<file path="src/rtl/simple_top_parity_pkg.sv">
// Shared widths and injection FSM encoding for the SIMPLE_TOP initiator parity block.
package simple_top_parity_pkg;

   localparam int ADDR_W = 32;
   localparam int DATA_W = 64;
   localparam int CNT_W  = 8;

   typedef enum logic [1:0] {
      IDLE  = 2'd0,
      ARMED = 2'd1,
      DONE  = 2'd2
   } inj_state_e;

endpackage

</file>
<file path="src/rtl/BOS_SOC_SYNCHSR.sv">
// Two-flop synchronizer for quasi-static control levels crossing into clk.
module BOS_SOC_SYNCHSR #(
   parameter int DW = 1
) (
   input  logic          clk,
   input  logic          rst_n,
   input  logic [DW-1:0] i_d,
   output logic [DW-1:0] o_q
);

   logic [DW-1:0] r_meta;
   logic [DW-1:0] r_sync;

   always_ff @(posedge clk or negedge rst_n) begin
      if (!rst_n) begin
         r_meta <= '0;
         r_sync <= '0;
      end else begin
         r_meta <= i_d;
         r_sync <= r_meta;
      end
   end

   assign o_q = r_sync;

endmodule

</file>
<file path="src/rtl/simple_top_parity_tx.sv">
// Initiator-side parity: generates WADDR/WDATA/RADDR parity, checks RDATA parity.
// Define SIMPLE_TOP_PARITY_TX_ERRCNT_EN to build the saturating ERR_CNT counter.
module simple_top_parity_tx #(
   parameter int ADDR_W = simple_top_parity_pkg::ADDR_W,
   parameter int DATA_W = simple_top_parity_pkg::DATA_W
`ifdef SIMPLE_TOP_PARITY_TX_ERRCNT_EN
   ,parameter int CNT_W = simple_top_parity_pkg::CNT_W
`endif
) (
   input  logic              ACLK,
   input  logic              RESETN_ACLK,
   input  logic [ADDR_W-1:0] WADDR_DATA,
   input  logic              WADDR_VALID,
   output logic              WADDR_PARITY,
   input  logic [DATA_W-1:0] WDATA_DATA,
   input  logic              WDATA_VALID,
   output logic              WDATA_PARITY,
   input  logic [ADDR_W-1:0] RADDR_DATA,
   input  logic              RADDR_VALID,
   output logic              RADDR_PARITY,
   input  logic [DATA_W-1:0] RDATA_DATA,
   input  logic              RDATA_VALID,
   input  logic              RDATA_PARITY,
   input  logic              ENERR_RDATA_PARITY,
   input  logic              FIERR_RDATA_PARITY,
   input  logic              ERR_CLR,
   output logic              ERR_RDATA_PARITY,
   output logic              ERR_RDATA_PARITY_B
`ifdef SIMPLE_TOP_PARITY_TX_ERRCNT_EN
   ,output logic [CNT_W-1:0] ERR_CNT
`endif
);

   import simple_top_parity_pkg::*;

   logic       r_enerr;
   logic       r_fierr;
   logic       r_mis;
   logic       r_err;
   logic       w_inject;
   logic       w_mis_nxt;
   logic       w_set;
   inj_state_e r_state;
   inj_state_e w_state_nxt;

   // Outgoing parity is purely combinational so it tracks the beat even in reset.
   assign WADDR_PARITY = WADDR_VALID & (^WADDR_DATA);
   assign WDATA_PARITY = WDATA_VALID & (^WDATA_DATA);
   assign RADDR_PARITY = RADDR_VALID & (^RADDR_DATA);

   BOS_SOC_SYNCHSR #(.DW(1)) u_sync_enerr (
      .clk   (ACLK),
      .rst_n (RESETN_ACLK),
      .i_d   (ENERR_RDATA_PARITY),
      .o_q   (r_enerr)
   );

   BOS_SOC_SYNCHSR #(.DW(1)) u_sync_fierr (
      .clk   (ACLK),
      .rst_n (RESETN_ACLK),
      .i_d   (FIERR_RDATA_PARITY),
      .o_q   (r_fierr)
   );

   always_ff @(posedge ACLK or negedge RESETN_ACLK) begin
      if (!RESETN_ACLK) r_state <= IDLE;
      else              r_state <= w_state_nxt;
   end

   // One corrupted beat per injection request; DONE waits for the request to drop.
   always_comb begin
      w_state_nxt = r_state;
      w_inject    = 1'b0;
      case (r_state)
         IDLE:    if (r_fierr) w_state_nxt = ARMED;
         ARMED: begin
            if (RDATA_VALID) begin
               w_inject    = 1'b1;
               w_state_nxt = DONE;
            end
         end
         DONE:    if (!r_fierr) w_state_nxt = IDLE;
         default: w_state_nxt = IDLE;
      endcase
   end

   assign w_mis_nxt = RDATA_VALID & ((^RDATA_DATA) ^ RDATA_PARITY ^ w_inject);
   assign w_set     = r_mis & r_enerr;

   always_ff @(posedge ACLK or negedge RESETN_ACLK) begin
      if (!RESETN_ACLK) begin
         r_mis <= 1'b0;
         r_err <= 1'b0;
      end else begin
         r_mis <= w_mis_nxt;
         if (w_set)        r_err <= 1'b1;
         else if (ERR_CLR) r_err <= 1'b0;
      end
   end

   assign ERR_RDATA_PARITY   = r_err;
   assign ERR_RDATA_PARITY_B = ~r_err;

`ifdef SIMPLE_TOP_PARITY_TX_ERRCNT_EN
   logic [CNT_W-1:0] r_cnt;

   // Counts every mismatch regardless of enable; a coincident clear keeps the new one.
   always_ff @(posedge ACLK or negedge RESETN_ACLK) begin
      if (!RESETN_ACLK) begin
         r_cnt <= '0;
      end else if (ERR_CLR) begin
         r_cnt <= {{(CNT_W-1){1'b0}}, r_mis};
      end else if (r_mis && (r_cnt != {CNT_W{1'b1}})) begin
         r_cnt <= r_cnt + 1'b1;
      end
   end

   assign ERR_CNT = r_cnt;
`endif

endmodule

</file>
<file path="config.mk">
export PLATFORM = sky130hd
export DESIGN_NAME = simple_top_parity_tx
export DESIGN_NICKNAME = d
export VERILOG_FILES = /design/src/rtl/simple_top_parity_pkg.sv /design/src/rtl/BOS_SOC_SYNCHSR.sv /design/src/rtl/simple_top_parity_tx.sv
export SDC_FILE = /design/constraint.sdc
export NUM_CORES = 1
export LEC_CHECK = 0
export CORE_MARGIN = 2
export CORE_UTILIZATION = 29
export DETAILED_ROUTE_END_ITERATION = 12
export PLACE_DENSITY = 0.82
export SYNTH_ARGS = -nofsm -noshare
export SYNTH_HDL_FRONTEND = slang
export SYNTH_SLANG_ARGS = --single-unit
</file>
<file path="constraint.sdc">
create_clock -name ACLK -period 2.1 [get_ports ACLK]
set_input_delay 0.42 -clock ACLK [delete_from_list [all_inputs] [get_ports ACLK]]
set_output_delay 0.42 -clock ACLK [all_outputs]
set_load 0.01 [all_outputs]
</file>
### Word level (Yosys, flattened, before mapping)

Index checks and enable logic that the tools add are counted.
Widths: inputs -> output; s select.

| word-level totals | value |
|---|---|
| bits in registers | 8 |
| input bits | 202 |
| word-level logic and storage cells | 35 |

| cells by class | value |
|---|---|
| equality and inequality tests | 5 |
| muxes and demuxes | 8 |
| bitwise gates (word level) | 8 |
| reductions and logical operators | 7 |

Operators by type and width:

| kind | count |
|---|---|
| $reduce_xor 64->1 | 2 |
| $reduce_xor 32->1 | 2 |
| $mux 2 | 3 |
| $pmux 2 s3 | 1 |
| $and 1x1->1 | 5 |
| $mux 1 | 4 |
| $ne 2x2->1 const B | 2 |
| $reduce_and 3->1 | 1 |
| $eq 2x1->1 const B | 1 |
| $eq 2x2->1 const B | 1 |
| $logic_not 2->1 | 1 |
| $ne 2x1->1 const B | 1 |
| $reduce_bool 2->1 | 1 |
| $xor 1x1->1 | 2 |
| $not 1->1 | 1 |

### Logic depth before layout (Yosys ltp)

Gate-level depths: netlist of run 1.

| depth | value |
|---|---|
| word-level depth | 4 |
| depth in mapped cells | 7 |

### Cells and area by module

From an unflattened synthesis of run 1, not the netlist that was laid out.

| unflattened totals | value |
|---|---|
| cells, all modules | 210 |
| area, all modules | 1950.6 µm² |

Modules (own cells, without submodules):

| module | instances | cells each | area an instance (µm²) |
|---|---|---|---|
| simple_top_parity_tx | 1 | 206 | 1850.5 |
| BOS_SOC_SYNCHSR | 2 | 2 | 50.0 |

### Least setup slack after synthesis of run 1

Ideal clock, no wire load.

| timing | value |
|---|---|
| path kind | in2out |
| from | input WDATA_DATA[35] |
| to | output WDATA_PARITY |
| arrival | 1.483 ns |
| required time | 1.680 ns |
| setup slack | 0.197 ns |
| cell stages on the path | 7 |
| path through | xor2_1 -> xnor2_1 -> xnor2_1 -> xnor2_1 -> xnor2_1 -> xnor2_1 -> and2_1 |

| on the way | value |
|---|---|
| word-level cells in the longest chain between the ends | 2 |

Ends and longest elaborated chain:

| element | RTL line | text |
|---|---|---|
| from (decl) | simple_top_parity_tx.sv:15 | `input logic [DATA_W-1:0] WDATA_DATA,` |
| $reduce_xor 64->1 | simple_top_parity_tx.sv:48 | `assign WDATA_PARITY = WDATA_VALID & (^WDATA_DATA);` |
| $and 1x1->1 | simple_top_parity_tx.sv:48 |  |
| to (decl) | simple_top_parity_tx.sv:17 | `output logic WDATA_PARITY,` |

No other way between the ends.

### Worst setup path in the final report of run 1

| timing | value |
|---|---|
| from | input WDATA_DATA[9] |
| to | output WDATA_PARITY |

Same word-level chain as after synthesis.

==> results.yml, run 1 <==
finish:
  layout-drive-gt1-share_pct: 47.6
  areaGrowthSynthToFinish_pct: 110
  multi_input_area_um2: 2220
  fin_nets: 624
  fillers: 567
  final_cell_area_um2: 4100
  final-seq-area_um2: 200
die:
  io_pins: 207
  die-area_um2: 7400
  die_y_um: 86.0
  row_count: 29
  start_util_pct: 30.4
  coreArea_um2: 6420
  die-width_um: 86.0
drt:
  drc: 0
  wirelength_um: 7070
  via_per_inst: 4.20
  dr_wl_met2_um: 3970
  ant_nets: 0
  dr.pass1.iters: 4
  detail_route.wl_per_cell_um: 14.2
  highest_layer: "met4"
  first_iter_violations: 15
  vias: 2094
  wl_met3_um: 689
  wl_met1_um: 2300
logic_synthesis:
  synth_area_per_cell_um2: 9.29
  netlist_instances: 210
  yosysWarnings: 0
  synth_seq_cells: 8
  synth_cell_types: 13
  synth-seq-area-share_pct: 10.3
  synth_nets: 412
  syn_area_um2: 1950
power_and_ir_drop:
  power_density_nw_per_um2: 567
  vdd_drop_max_mv: 0.242
  power_mw: 2.32
  p_leak_nw: 1.99
critical_path:
  crit_path_max_incr_delay_ps: 250
  ff2ff_setup_slack_ps: 720
  path_cells: "buf_6 -> xnor2_2 -> xnor2_1 -> xnor2_1 -> xnor2_1 -> xnor2_1 -> xnor2_1 -> and2_1 -> buf_2"
  critPathCaptureType: "primary output"
  crit_family: "XOR/XNOR gates"
  r2r_cells: 6
  start_kind: "primary input"
  reg2reg_from: "r_state[1]"
  crit_type: "primary input to primary output"
  crit_top_cell: "xnor2_1"
  cp.arrival_ps: 1800
  cp_num_cells: 9
  critical_path_required_ps: 1680
  crit_buf_inv: 2
  cpMaxStageDelayCell: "xnor2_1"
  worstReg2RegEnd: "r_mis"
  cp_max_fo: 1
global_routing:
  grt_pass1_wl_um: 10100
  grt_overflow: 0
  grt_max_degree: 9
  grt_util_all_layers_pct: 17.2
  grt_antenna_before_repair: 1
  grt_pass1_vias: 2210
clock_network:
  ctsHoldBuffers: 0
  cts_sinks: 8
  cts_root_buf: "clkbuf_8"
  cts_buffer_depth: 2
  ctsHtreeMaxLevel: 1
  clk_latency_ps: 230
  cts_tree: "built"
  cts_made_buffers: 3
  cts.clk_slew.worst_paths_ps: 40
hold_path:
  worst_hold_path_type: "flip-flop to flip-flop"
  hold_depth: 0
  hp-start: "u_sync_enerr.r_meta"
  worst_hold_path.endpoint: "u_sync_enerr.o_q"
placement:
  placed_area_um2: 4120
  dp.final_hpwl_um: 5990
  preCtsSetupSlack_ps: -871
  place.gp.congestion: 0.781
  io_buffers: 206
sta:
  timing.fmax_mhz: 451
  final_hold_viol_count: 0
  slew_violations: 0
  holdWs_ps: 345
  setup_ws_ps: -120
  fin_skew_ps: 2.43
  fin_crit_sh_pct: 106
  finalSetupViolCount: 1
  fin_crit_ps: 2220
  setup-tns-final_ps: -120
  slew_headroom_pct: 76.7
  rsz0062_at_grt: "true"
  worst_pin_slew_ps: 348
outcome:
  failed_checks: "negative setup slack"
  outcome: "complete, but fails checks"
job:
  maxCapViolCount: 0
[stage by stage]
step | utilization (%) | cells
floorplan | - | 210
global placement | 64.1 | 494
detailed placement | 64.1 | 494
CTS | 62.4 | 497
global route | 63.8 | 498
finish | 63.8 | 498
[Yosys cell counts (all sizes together)]
library cell | instances | area [um2]
o2bb2ai | 1 | 8.76
and2 | 3 | 18.8
nor2b | 2 | 12.5
o21ai | 1 | 5.00
dfrtp | 8 | 200
a21oi | 1 | 5.00
xnor2 | 168 | 1480
xor2 | 20 | 175
nand2 | 1 | 3.75
inv | 2 | 7.51
xnor3 | 1 | 22.5
nand2b | 2 | 12.5
[layout by cell type (no fill, tap or decap), drive strengths merged]
cell type,instances
diode,1
dlymetal6s2s,22
clkdlybuf4s50,53
xnor2,168
xor2,20
o2bb2ai,1
buf,78
inv,2
and2,3
xnor3,1
clkbuf,57
nand2,1
nor2b,2
o21ai,1
dfrtp,8
a21oi,1
nand2b,2
[cell families after synthesis]
kind of cell              Yosys count  share of synthesized area (%)
DFF                                 8                           10.3
buffers and inverters               2                          0.385
AOI/OAI and AO/OA                   3                          0.962
xor gates and xnor gates          189                           86.0
and+or+nand+nor                     8                           2.44
[sequential cells by signal (all words and copies together) (netlist names)]
| signal | cells |
|---|---|
| r_state | 2 |
| ERR_RDATA_PARITY | 1 |
| r_mis | 1 |
| u_sync_enerr.o_q | 1 |
| u_sync_enerr.r_meta | 1 |
| u_sync_fierr.o_q | 1 |
| u_sync_fierr.r_meta | 1 |
[power breakdown]
group | total (mW) | internal (mW) | leakage [nW] | switching, mW
Clock | 0.179 | 0.124 | 0.0216 | 0.0557
Sequential | 0.212 | 0.193 | 0.0980 | 0.0181
Combinational | 1.93 | 1.19 | 1.87 | 0.744
Total | 2.32 | 1.50 | 1.99 | 0.817
[routing by layer]
metal / vias up / global-route usage (%)
li1: 1050 / -
met1: 921 / 15.9
met3: 8 / 5.10
met2: 115 / 35.2
met4: 0 / 5.48
met5: - / 0
[worst max-delay path by stage]
stage                              start            to  slack, ps
after floorplan           WDATA_DATA[35]  WDATA_PARITY        200
after global placement    WDATA_DATA[22]  WDATA_PARITY       -850
after detailed placement  WDATA_DATA[36]  WDATA_PARITY       -870
after CTS                 WDATA_DATA[22]  WDATA_PARITY        -70
after global routing       WDATA_DATA[9]  WDATA_PARITY       -230
final                      WDATA_DATA[9]  WDATA_PARITY       -120
[what timing repair did]
action	CTS	global route
resized for setup	417	122
pin swaps	130	86
gates cloned	0	0
setup buffers	0	0
endpoints found under the setup margin	4	4
[layout make-up]
cell class,count,share of cell area (%)
multi-input combinational,200,54.3
timing repair buffer,207,37.2
sequential,8,4.89
tap,77,2.35
clock buffer,3,1.01
inverter,2,0.183
antenna,1,0.0611
(Power assumes the default switching activity.)
==> run 2: changes to the inputs <==
--- a/config.mk
+++ b/config.mk
@@ -5,10 +5,12 @@
 export SDC_FILE = /design/constraint.sdc
 export NUM_CORES = 1
 export LEC_CHECK = 0
+export CORE_ASPECT_RATIO = 1.25
 export CORE_MARGIN = 2
 export CORE_UTILIZATION = 29
 export DETAILED_ROUTE_END_ITERATION = 12
 export PLACE_DENSITY = 0.82
+export SETUP_SLACK_MARGIN = 0.2
 export SYNTH_ARGS = -nofsm -noshare
 export SYNTH_HDL_FRONTEND = slang
 export SYNTH_SLANG_ARGS = --single-unit
==> run 2 against run 1 <==
Against the previous run:
- final cell count increased by 1.8%
- worst setup slack improved by 46 ps
- highest routed layer unchanged
- cell area rose by 1.2%
- flip-flop and latch count stayed put
- core utilization decreased by 0.26 points
- the flow still finishes with violations (negative setup slack)
- combinational power about the same
- global-route usage is 1.8 points higher
- count of clock-buffer cells in the layout unchanged
- register-to-register slack worse by 20 ps
==> results.yml, run 2 (synthesized netlist as in run 1, its figures left out) <==
outcome:
  outcome: "complete, but fails checks"
  failed_checks: "negative setup slack"
critical_path:
  critical_path_required_ps: 1680
  critPathCaptureType: "primary output"
  crit_family: "XOR/XNOR gates"
  crit_buf_inv: 2
  cp.arrival_ps: 1750
  start_kind: "primary input"
  crit_top_cell: "xnor2_1"
  cpMaxStageDelayCell: "xnor2_1"
  crit_type: "primary input to primary output"
  r2r_cells: 6
  cp_max_fo: 1
  cp_num_cells: 9
  path_cells: "buf_2 -> xnor2_2 -> xnor2_1 -> xnor2_1 -> xnor2_1 -> xnor2_1 -> xnor2_1 -> and2_1 -> buf_6"
  crit_path_max_incr_delay_ps: 190
sta:
  slew_headroom_pct: 76.4
  finalSetupViolCount: 1
  slew_violations: 0
  fin_crit_sh_pct: 104
  final_hold_viol_count: 0
  setup_ws_ps: -73.8
  timing.fmax_mhz: 460
  rsz0062_at_grt: "true"
  fin_skew_ps: 0.202
  fin_crit_ps: 2170
  worst_pin_slew_ps: 353
die:
  coreArea_um2: 6520
  io_pins: 207
  die_y_um: 95.7
  row_count: 33
  die-area_um2: 7400
  die-width_um: 77.4
  start_util_pct: 29.9
finish:
  fin_util_pct: 63.5
  layout-drive-gt1-share_pct: 48.1
  final_cell_area_um2: 4140
  fillers: 574
  mostFrequentLayoutCell: "buf_2"
  largest_register: "r_state"
  diodes: 0
  final_cell_mix: "buf_2 (109), xnor2_1 (106), xnor2_2 (60)"
  multi_input_area_um2: 2260
  areaGrowthSynthToFinish_pct: 112
  largest_reg_flops: 2
  final-seq-area_um2: 200
  fin_nets: 624
clock_network:
  cts_root_buf: "clkbuf_8"
  cts_sinks: 8
  cts_setup_buffers: 0
  cts_made_buffers: 3
  ctsHtreeMaxLevel: 1
  cts.clk_slew.worst_paths_ps: 40
  clk_latency_ps: 230
  cts_buffer_depth: 2
  cts_tree: "built"
global_routing:
  grt_antenna_before_repair: 0
  grt_pass1_vias: 2397
  grt_overflow: 0
  grt_pass1_wl_um: 10900
  grt_util_all_layers_pct: 19.0
  grt_max_degree: 9
power_and_ir_drop:
  vdd_drop_max_mv: 0.350
  p_leak_nw: 1.97
  power_density_nw_per_um2: 568
drt:
  via_per_inst: 4.21
  vias: 2135
  first_iter_violations: 23
  wirelength_um: 7230
  dr.pass1.iters: 2
  drc: 0
  detail_route.wl_per_cell_um: 14.3
  ant_nets: 0
hold_path:
  hold_depth: 0
  worst_hold_path_type: "flip-flop to flip-flop"
placement:
  place.gp.congestion: 0.708
  io_buffers: 206
  placed_area_um2: 4130
  dp.final_hpwl_um: 6330
job:
  maxCapViolCount: 0
-- run 2: changes by cell type in the layout (fill, tap and decap cells not counted) --
| cell | previous run | this run |
|---|---|---|
| clkbuf_2 | 54 | 1 |
| dlygate4sd2_1 | 0 | 42 |
| buf_2 | 68 | 109 |
| clkdlybuf4s50_1 | 53 | 16 |
| dlymetal6s2s_1 | 22 | 10 |
| buf_6 | 9 | 19 |
| clkdlybuf4s15_1 | 0 | 7 |
| buf_8 | 0 | 2 |
| xnor2_1 | 108 | 106 |
| xnor2_4 | 0 | 2 |
| diode_2 | 1 | 0 |
-- run 2: repair_timing --
| item | CTS | global route |
|---|---|---|
| setup endpoints to repair | 4 | 4 |
| hold buffers | 0 | 0 |
| pin swaps | 178 | 50 |
| resized for setup | 621 | 36 |
-- run 2: per-stage QoR --
stage,worst slack (ps),hold WS [ps],std cells,total power [mW],setup TNS [ps]
final,-73.8,348,507,2.35,-73.8
after global routing,-179,362,507,2.53,-199
after CTS,-98.9,351,507,2.36,-98.9
after detailed placement,-949,343,504,2.20,-2690
after global placement,-925,334,504,2.17,-2550
after floorplan,200,124,210,1.45,0
-- run 2: worst register-to-register path, cell delays in order (launching register included) --
cell and delay (ps):
dfrtp_1 390, nor2b_1 200, xnor2_1 170, xnor2_1 190
xnor2_2 150, xnor2_1 130, nor2b_1 60
-- run 2: area by class of cell --
| cell class | instances | area share [%] |
|---|---|---|
| inverter | 2 | 0.181 |
| clock buffer | 3 | 0.996 |
| sequential | 8 | 4.83 |
| tap | 87 | 2.63 |
| multi-input combinational | 200 | 54.6 |
| timing repair buffer | 207 | 36.8 |
-- run 2: layer usage --
| metal | vias to the layer above | share of wire (%) | wire [um] | GRT usage, % |
|---|---|---|---|---|
| met5 | - | 0 | 0 | 0 |
| met4 | 0 | 1.4 | 100 | 4.61 |
| met3 | 9 | 13 | 912 | 7.60 |
| met2 | 147 | 57 | 4100 | 39.0 |
| met1 | 929 | 29 | 2120 | 17.3 |
| li1 | 1050 | - | - | - |
-- run 2: report_power, final --
group / internal, mW / switching (mW)
Clock: 0.124 / 0.0622
Combinational: 1.19 / 0.763
Sequential: 0.193 / 0.0199
-- run 2: worst paths after layout --
kind                                      from          endpoint  slack, ps
max                             WDATA_DATA[33]      WDATA_PARITY        -70
min                        u_sync_enerr.r_meta  u_sync_enerr.o_q        350
max reg2reg                         r_state[1]             r_mis        700
min reg2reg                u_sync_enerr.r_meta  u_sync_enerr.o_q        350
max in group asynchronous          RESETN_ACLK             r_mis       1380
min in group asynchronous          RESETN_ACLK  ERR_RDATA_PARITY        460
==> run 3: changes to the inputs <==
--- a/config.mk
+++ b/config.mk
@@ -13,4 +13,5 @@
 export SETUP_SLACK_MARGIN = 0.2
 export SYNTH_ARGS = -nofsm -noshare
 export SYNTH_HDL_FRONTEND = slang
+export SYNTH_HIERARCHICAL = 1
 export SYNTH_SLANG_ARGS = --single-unit
==> run 3 against run 2 <==
Against the previous run:
- the flow still finishes with violations (negative setup slack)
- register-to-register slack gained 50 ps
- clock power shrank 3%
- count of clock-buffer cells in the layout is the same
- power grew 0.74%
- combinational power is essentially flat
- flip-flop and latch count is the same
- core utilization grew 0.86 points
- synthesized area is the same
- largest cell class unchanged
- highest routed layer unchanged
==> results.yml, run 3 <==
drt:
  via_per_inst: 4.23
  detail_route.wl_per_cell_um: 14.0
  first_iter_violations: 20
  ant_nets: 0
  dr.pass1.iters: 4
  wirelength_um: 7080
  vias: 2143
  drc: 0
die:
  die_y_um: 95.7
  die-width_um: 77.4
  io_pins: 207
  die-area_um2: 7400
  row_count: 33
  start_util_pct: 29.9
  coreArea_um2: 6520
finish:
  fillers: 562
  fin_util_pct: 64.4
  diodes: 0
  final-seq-area_um2: 200
  mostFrequentLayoutCell: "buf_2"
  fin_nets: 624
  multi_input_area_um2: 2310
  layout-drive-gt1-share_pct: 54.3
  areaGrowthSynthToFinish_pct: 115
  final_cell_mix: "buf_2 (102), xnor2_1 (100), xnor2_2 (67)"
  final_cell_area_um2: 4200
  layout.cells.non_filler: 507
  largest_reg_flops: 2
  largest_register: "r_state"
clock_network:
  cts_sinks: 8
  cts.clk_slew.worst_paths_ps: 40
  cts_made_buffers: 3
  clk_latency_ps: 230
  ctsHtreeMaxLevel: 1
  cts_setup_buffers: 0
  cts_root_buf: "clkbuf_8"
  cts_buffer_depth: 2
  cts_tree: "built"
logic_synthesis:
  synth_cell_types: 13
  yosysWarnings: 6
  ys_top_cells_by_area: "xnor2_1 (75%), dfrtp_1 (10%), xor2_1 (9.0%)"
  synth-seq-area-share_pct: 10.3
  yosys.area.top_type: "xnor2_1"
  netlist_instances: 210
  synth_top_area_share_pct: 75.0
  syn_area_um2: 1950
  synth.most_common_cell: "xnor2_1"
  synthArstFlopShare_pct: 100
  synth_nets: 412
  synth_edf_count: 0
  synth_area_per_cell_um2: 9.29
  synth_seq_cells: 8
  synth_ff_type: "dfrtp_1"
  synth_common_cells: "xnor2_1 (167), xor2_1 (20), dfrtp_1 (8), and2_1 (3)"
sta:
  fin_crit_sh_pct: 103
  fin_crit_ps: 2170
  fin_skew_ps: 1.50
  slew_violations: 0
  finalSetupViolCount: 1
  rsz0062_at_grt: "true"
  slew_headroom_pct: 75.0
  setup_ws_ps: -71.9
  holdWs_ps: 349
  final_hold_viol_count: 0
  timing.fmax_mhz: 460
  worst_pin_slew_ps: 374
  setup-tns-final_ps: -71.9
power_and_ir_drop:
  vdd_drop_max_mv: 0.387
  power_density_nw_per_um2: 565
  p_leak_nw: 2.04
  power_mw: 2.37
placement:
  dp.final_hpwl_um: 6080
  placed_area_um2: 4130
  place.gp.congestion: 0.710
  io_buffers: 206
  preCtsSetupSlack_ps: -927
  dp.cells: 504
global_routing:
  grt_antenna_before_repair: 0
  grt_pass1_wl_um: 10400
  grt_max_degree: 9
  grt_overflow: 0
  grt_util_all_layers_pct: 18.0
  grt_pass1_vias: 2364
critical_path:
  critPathCaptureType: "primary output"
  cp_max_fo: 1
  crit_type: "primary input to primary output"
  critical_path_required_ps: 1680
  cp.arrival_ps: 1750
  start_kind: "primary input"
outcome:
  failed_checks: "negative setup slack"
  outcome: "complete, but fails checks"
hold_path:
  worst_hold_path_type: "flip-flop to flip-flop"
job:
  maxCapViolCount: 0
[run 3: cells by family after synthesis]
logic type      count (synthesis)  share of synthesized area, %
xor+xnor                      189                          86.0
simple gates                    8                          2.44
flops                           8                          10.3
buf+inv                         2                         0.385
compound gates                  3                         0.962
[run 3: area by class of cell]
type                       count  share of cell area (%)
clock buffer                   3                   0.983
multi-input combinational    200                    54.9
timing repair buffer         207                    36.6
tap                           87                    2.59
inverter                       2                   0.179
sequential                     8                    4.77
[run 3: final timing paths]
path                                startpoint                to  slack (ps)  cells after the start
min                        u_sync_enerr/r_meta  u_sync_enerr/o_q         350                      0
max reg2reg                         r_state[1]             r_mis         750                      6
max in group asynchronous          RESETN_ACLK        r_state[0]        1350                      1
min reg2reg                u_sync_enerr/r_meta  u_sync_enerr/o_q         350                      0
min in group asynchronous          RESETN_ACLK             r_mis         480                      1
max                             WDATA_DATA[36]      WDATA_PARITY         -70                      9
[run 3: repair_timing]
action | in CTS | in global routing
pin swaps | 169 | 64
gates resized for setup | 621 | 94
setup endpoints to repair | 4 | 4
hold buffers | 0 | 0
[run 3: worst max-delay path, cell delays in order]
cell and delay (ps):
buf_6 90, xor2_1 160, xnor2_1 140, xnor2_1 240, xnor2_1 170, xnor2_1 160, xnor2_1 130, and2_1 150
buf_6 110
[run 3: where the power goes]
part	internal [mW]	switching (mW)	total, mW
Sequential	0.194	0.0188	0.212
Clock	0.124	0.0583	0.182
Combinational	1.22	0.760	1.98
Total	1.53	0.837	2.37
[run 3: per-layer routing]
| metal | share of wire [%] | GRT usage (%) |
|---|---|---|
| met1 | 30 | 15.5 |
| met2 | 56 | 37.2 |
| met3 | 13 | 8.07 |
| met4 | 1.3 | 4.32 |
| met5 | 0 | 0 |
